**config.mk**
```make
export PLATFORM = sky130hd
export DESIGN_NAME = rv_test_monitor
export DESIGN_NICKNAME = d
export VERILOG_FILES = /design/src/rtl/rv_test_monitor.sv
export SDC_FILE = /design/constraint.sdc
export NUM_CORES = 2
export LEC_CHECK = 0
export ABC_AREA = 1
export ABC_CLOCK_PERIOD_IN_PS = 56500
export CELL_PAD_IN_SITES_DETAIL_PLACEMENT = 1
export CELL_PAD_IN_SITES_GLOBAL_PLACEMENT = 1
export CORE_MARGIN = 2
export CORE_UTILIZATION = 47
export CTS_BUF_LIST = sky130_fd_sc_hd__clkbuf_4 sky130_fd_sc_hd__clkbuf_8 sky130_fd_sc_hd__clkbuf_16
export DETAILED_ROUTE_END_ITERATION = 7
export PLACE_DENSITY_LB_ADDON = 0.1
export SLEW_MARGIN = 20
export SYNTH_ARGS = -nofsm -noshare
export SYNTH_HDL_FRONTEND = slang
export SYNTH_SLANG_ARGS = --single-unit
```
**constraint.sdc**
```tcl
create_clock -name clk -period 56.5 [get_ports clk]
set_input_delay 16.95 -clock clk [delete_from_list [all_inputs] [get_ports clk]]
set_output_delay 16.95 -clock clk [all_outputs]
set_load 0.02 [all_outputs]
```
**src/rtl/rv_test_monitor.sv**
```systemverilog
// rv_test_monitor: snoops RV32I writeback, shadows the register file and latches a PASS/FAIL/TIMEOUT verdict.
module rv_test_monitor #(
    parameter int          DATA_W         = 32,
    parameter int          DONE_REG       = 26,
    parameter int          PASS_REG       = 27,
    parameter int          TNUM_REG       = 3,
    parameter int          SETTLE_CYCLES  = 10,
    parameter int unsigned TIMEOUT_CYCLES = 1000000
) (
    input  logic              clk,
    input  logic              rst,
    input  logic              clr,
    input  logic              wb_we,
    input  logic [4:0]        wb_addr,
    input  logic [DATA_W-1:0] wb_data,
    input  logic [4:0]        dump_addr,
    output logic [DATA_W-1:0] dump_data,
    output logic              done,
    output logic              pass,
    output logic              fail,
    output logic              timeout,
    output logic [DATA_W-1:0] test_num,
    output logic [31:0]       cycle_count
);
    typedef enum logic [2:0] {S_RUN, S_SETTLE, S_PASS, S_FAIL, S_TIMEOUT} state_t;
    localparam logic [15:0] SET_LD  = 16'(SETTLE_CYCLES);
    localparam logic [31:0] TO_LAST = 32'(TIMEOUT_CYCLES - 1);
    state_t state, next;
    logic [15:0] cnt;
    logic [DATA_W-1:0] shadow [32];
    logic live, wr, done_wr, pass_ok;
    assign live     = state == S_RUN || state == S_SETTLE;
    assign wr       = live && wb_we && wb_addr != 5'd0;
    assign done_wr  = wb_we && wb_addr == 5'(DONE_REG) && wb_data == DATA_W'(1);
    // a PASS_REG write on the verdict edge overrides the stored shadow value
    assign pass_ok  = (wr && wb_addr == 5'(PASS_REG)) ? wb_data == DATA_W'(1) : shadow[PASS_REG] == DATA_W'(1);
    assign done     = state == S_PASS || state == S_FAIL || state == S_TIMEOUT;
    assign pass     = state == S_PASS;
    assign fail     = state == S_FAIL;
    assign timeout  = state == S_TIMEOUT;
    assign test_num = shadow[TNUM_REG];
    always_comb begin
        next = state;
        case (state)
            S_RUN:    next = done_wr ? S_SETTLE :
                             (TIMEOUT_CYCLES != 0 && cycle_count == TO_LAST) ? S_TIMEOUT : S_RUN;
            S_SETTLE: next = cnt == 16'd1 ? (pass_ok ? S_PASS : S_FAIL) : S_SETTLE;
            default:  next = state;
        endcase
    end
    always_ff @(posedge clk or posedge rst) begin
        if (rst) begin
            state       <= S_RUN;
            cnt         <= '0;
            cycle_count <= '0;
            dump_data   <= '0;
            for (int i = 0; i < 32; i++) shadow[i] <= '0;
        end else if (clr) begin
            state       <= S_RUN;
            cnt         <= '0;
            cycle_count <= '0;
            dump_data   <= '0;
            for (int i = 0; i < 32; i++) shadow[i] <= '0;
        end else begin
            state       <= next;
            cnt         <= state == S_RUN ? (done_wr ? SET_LD : cnt) :
                           state == S_SETTLE ? cnt - 16'd1 : cnt;
            cycle_count <= (live && cycle_count != 32'hFFFF_FFFF) ? cycle_count + 32'd1 : cycle_count;
            dump_data   <= shadow[dump_addr];
            if (wr) shadow[wb_addr] <= wb_data;
        end
    end
endmodule

```
==> flow_summary.toml <==
[floorplanning]
initial_utilization = 0.4747
die_h_um = 338.8
die-area_sq_um = 114800
rows = 122
fp.dieW_um = 338.8
design.portCount = 146
fp.coreArea_sq_um = 111000

[drt]
drc = 0
vias_per_cell = 6.174
drtPass1Iterations = 5
via_count = 48500
totalWireLength_um = 194800
dr.first_iter.drc_count = 4603
ant_nets = 0
wl_per_cell_um = 24.80

[critical_path]
crit-reg2reg-capture = "test_num[11]"
critical_path.slowest_cell = "sky130_fd_sc_hd__nand2_1"
timing.critical_path.required_ns = 57.13
dominant_cell_type_by_count_on_the_critical_path = "sky130_fd_sc_hd__buf_4"
worst-path-buf-inv = 6
worst-path-max-fanout = 123
r2r.worst_path.cells = 8
critical_path.reg2reg.startpoint = "state[1]"
reg2reg_setup_slack_ns = 53.17
setup.worst_path.start_class = "primary input"
critical_setup_path_kind = "primary input to register"
crit_chain = "buf_2, buf_4, inv_8, buf_12, buf_4, buf_4, nand2_1, o21ai_0"
cp_slowest_stage_delay_ns = 0.89
cpLargestDelayFamily = "buffers and inverters"
arrival_ns = 21.56
crit_path_end_kind = "register"

[cts]
post-cts-setup-buffers = 0
clock-sinks = 1107
clock_tree.root_cell = "sky130_fd_sc_hd__clkbuf_16"
max-clock-path-buffers = 3
clock_insertion_delay_worst_skew_ns = 0.76
cts_buffers = 131
clkSlewWorstSetupHoldPaths_ns = 0.06
resized_after_cts = 0
cts_tree = "done"
cts.hold.buffers_added = 0
cts.htree.levels = 4

[grt]
antenna_found_initial = 2
grt_pass1_vias = 49870
grt_max_degree = 194
wire_length_of_the_first_global_routing_pass_um = 303200
grt.total_usage = 0.3379
globalRouteOverflowTotal = 0

[synthesis]
netlist-cell-type-count = 33
async_reset_ff_frac = 1.000
synth-seq-cells = 1107
synth-edff-count = 0
syn_nets = 6615
postSynthAreaPerCell_sq_um = 8.024
netlist_instances = 6566
syn_std_cell_area_sq_um = 52680
ys_seq_area_frac = 0.5258
dominant_synthesized_flop_cell = "sky130_fd_sc_hd__dfrtp_1"
yosys_warnings = 0

[timing]
fin_tns_setup_ns = 0
postLayoutSetupSlackWorst_ns = 35.57
finalSetupViolations = 0
finalHoldWorstSlack_ns = 0.4741
final_report_hold_violation_count = 0
timing_worst_slew_pin_value_ns = 1.108
timing.fmax_mhz = 47.77
final_period_minus_worst_setup_slack_ns = 20.93
finalCritPeriodShare = 0.3705
slew-limit-headroom = 0.2596
rsz0062_at_grt = "no"
fin_skew_ns = 0.02268
slew_viol_final = 0

[hold_path]
hold_path_cells = 2
holdCritStartpoint = "shadow[1020]"
holdPathEnd = "shadow[1020]"
hp-class = "register to register"

[place]
half_perimeter_wire_length_after_placement_um = 107000
globalplace.congestion = 0.8380
place_ws_ns = 34.78
port_buffers = 145

[power]
design_power_total_w = 0.001816
power.ir.vdd_worst_uv = 21.88
power-per-cell-area_nw_per_um2 = 31.05
leakagePower_nw = 25.55

[status]
outcome = "finished clean"

[layout]
areaGrowthSynthToFinish_pct = 11.00
drive_gt1_frac = 0.05892
finalCoreUtilization = 0.5269
design.final.nets = 6324

[run]
maxCapViolations = 0
## layout make-up
type                       count  area [sq um]
tap                         1488          1862
antenna                        2         5.005
fill                       13240         52500
multi-input combinational   4551         21330
inverter                     248         973.4
clock buffer                 204          4199
timing repair buffer         236          2207
sequential                  1107         27700
clock inverter                19         201.4
## worst register-to-register path, cell delays in order (launching register included)
cell	delay [ns]
sky130_fd_sc_hd__dfrtp_1	0.42
sky130_fd_sc_hd__nor2_2	0.35
sky130_fd_sc_hd__inv_2	0.18
sky130_fd_sc_hd__nor2_1	0.14
sky130_fd_sc_hd__nand2_1	0.12
sky130_fd_sc_hd__inv_2	0.59
sky130_fd_sc_hd__nand3_4	0.89
sky130_fd_sc_hd__nand3_1	0.36
sky130_fd_sc_hd__o21ai_0	0.14
## cell usage in the layout (no fill, tap or decap), types with 4 or more instances in the layout
master                            count
sky130_fd_sc_hd__bufinv_16            4
sky130_fd_sc_hd__nand2_1           1275
sky130_fd_sc_hd__o21ai_0            979
sky130_fd_sc_hd__xnor2_1              5
sky130_fd_sc_hd__clkbuf_16          143
sky130_fd_sc_hd__o22ai_1            118
sky130_fd_sc_hd__buf_4               86
sky130_fd_sc_hd__nand4_1             14
sky130_fd_sc_hd__inv_2                5
sky130_fd_sc_hd__inv_1              237
sky130_fd_sc_hd__nand2_2             23
sky130_fd_sc_hd__a21oi_1            183
sky130_fd_sc_hd__clkinv_2            13
sky130_fd_sc_hd__nor2_1             259
sky130_fd_sc_hd__nand3_2              5
sky130_fd_sc_hd__o211ai_1            21
sky130_fd_sc_hd__buf_12               6
sky130_fd_sc_hd__xor2_1              11
sky130_fd_sc_hd__clkbuf_4            35
sky130_fd_sc_hd__clkbuf_8            27
sky130_fd_sc_hd__nand3_1           1561
sky130_fd_sc_hd__nand2_4             10
sky130_fd_sc_hd__inv_8                4
sky130_fd_sc_hd__dfrtp_1           1107
sky130_fd_sc_hd__clkdlybuf4s50_1    139
sky130_fd_sc_hd__o21ai_1             69
## worst max path at each step
stage | depth (start not counted) | end | slack (ns) | startpoint
floorplan | 1 | cnt[0] | 8.38 | rst
global placement | 8 | shadow[880] | 34.86 | clr
detailed placement | 8 | shadow[240] | 34.78 | clr
CTS | 8 | shadow[336] | 35.54 | clr
global route | 8 | shadow[336] | 35.19 | clr
finish | 8 | shadow[336] | 35.57 | clr
## power breakdown
part | switching (W) | internal, W
clock | 0.000340 | 0.000526
combinational | 0.000115 | 0.0000288
sequential | 0.00000520 | 0.000800
## Yosys cell counts (68+ instances only)
library cell,count,area (sq um)
sky130_fd_sc_hd__o22ai_1,118,738.2
sky130_fd_sc_hd__buf_2,126,630.6
sky130_fd_sc_hd__clkbuf_1,425,1595
sky130_fd_sc_hd__o21ai_1,69,345.3
sky130_fd_sc_hd__nand2_1,1297,4868
sky130_fd_sc_hd__buf_1,68,255.2
sky130_fd_sc_hd__inv_1,241,904.6
sky130_fd_sc_hd__dfrtp_1,1107,27700
sky130_fd_sc_hd__a21oi_1,183,915.9
sky130_fd_sc_hd__o21ai_0,979,4900
sky130_fd_sc_hd__nand3_1,1563,7823
sky130_fd_sc_hd__nor2_1,259,972.2
## cell families after synthesis
kind of cell,share of synthesized area
and+or+nand+nor,0.2660
xor gates and xnor gates,0.002660
AOI/OAI and AO/OA,0.1341
adders and majority gates,0.0007125
buffers and inverters,0.07075
DFF,0.5258
## registers in the layout (all words and copies together), names as in the netlist
signal,flops
test_num,32
dump_data,32
cnt,16
cycle_count,32
state,3
shadow,992
## stage by stage
step | instance area [sq um] | instances
after floorplan | 52680 | 6566
after global placement | 54050 | 7630
after detailed placement | 54050 | 7630
after CTS | 58450 | 7853
after global routing | 58470 | 7853
final | 58480 | 7855
## routing by layer
metal	routed length, um	global-route usage
met3	11500	0.04380
met2	91340	0.5496
met4	8135	0.1456
met5	13	0
met1	83830	0.4550
Power figures use the tool's default switching activity.
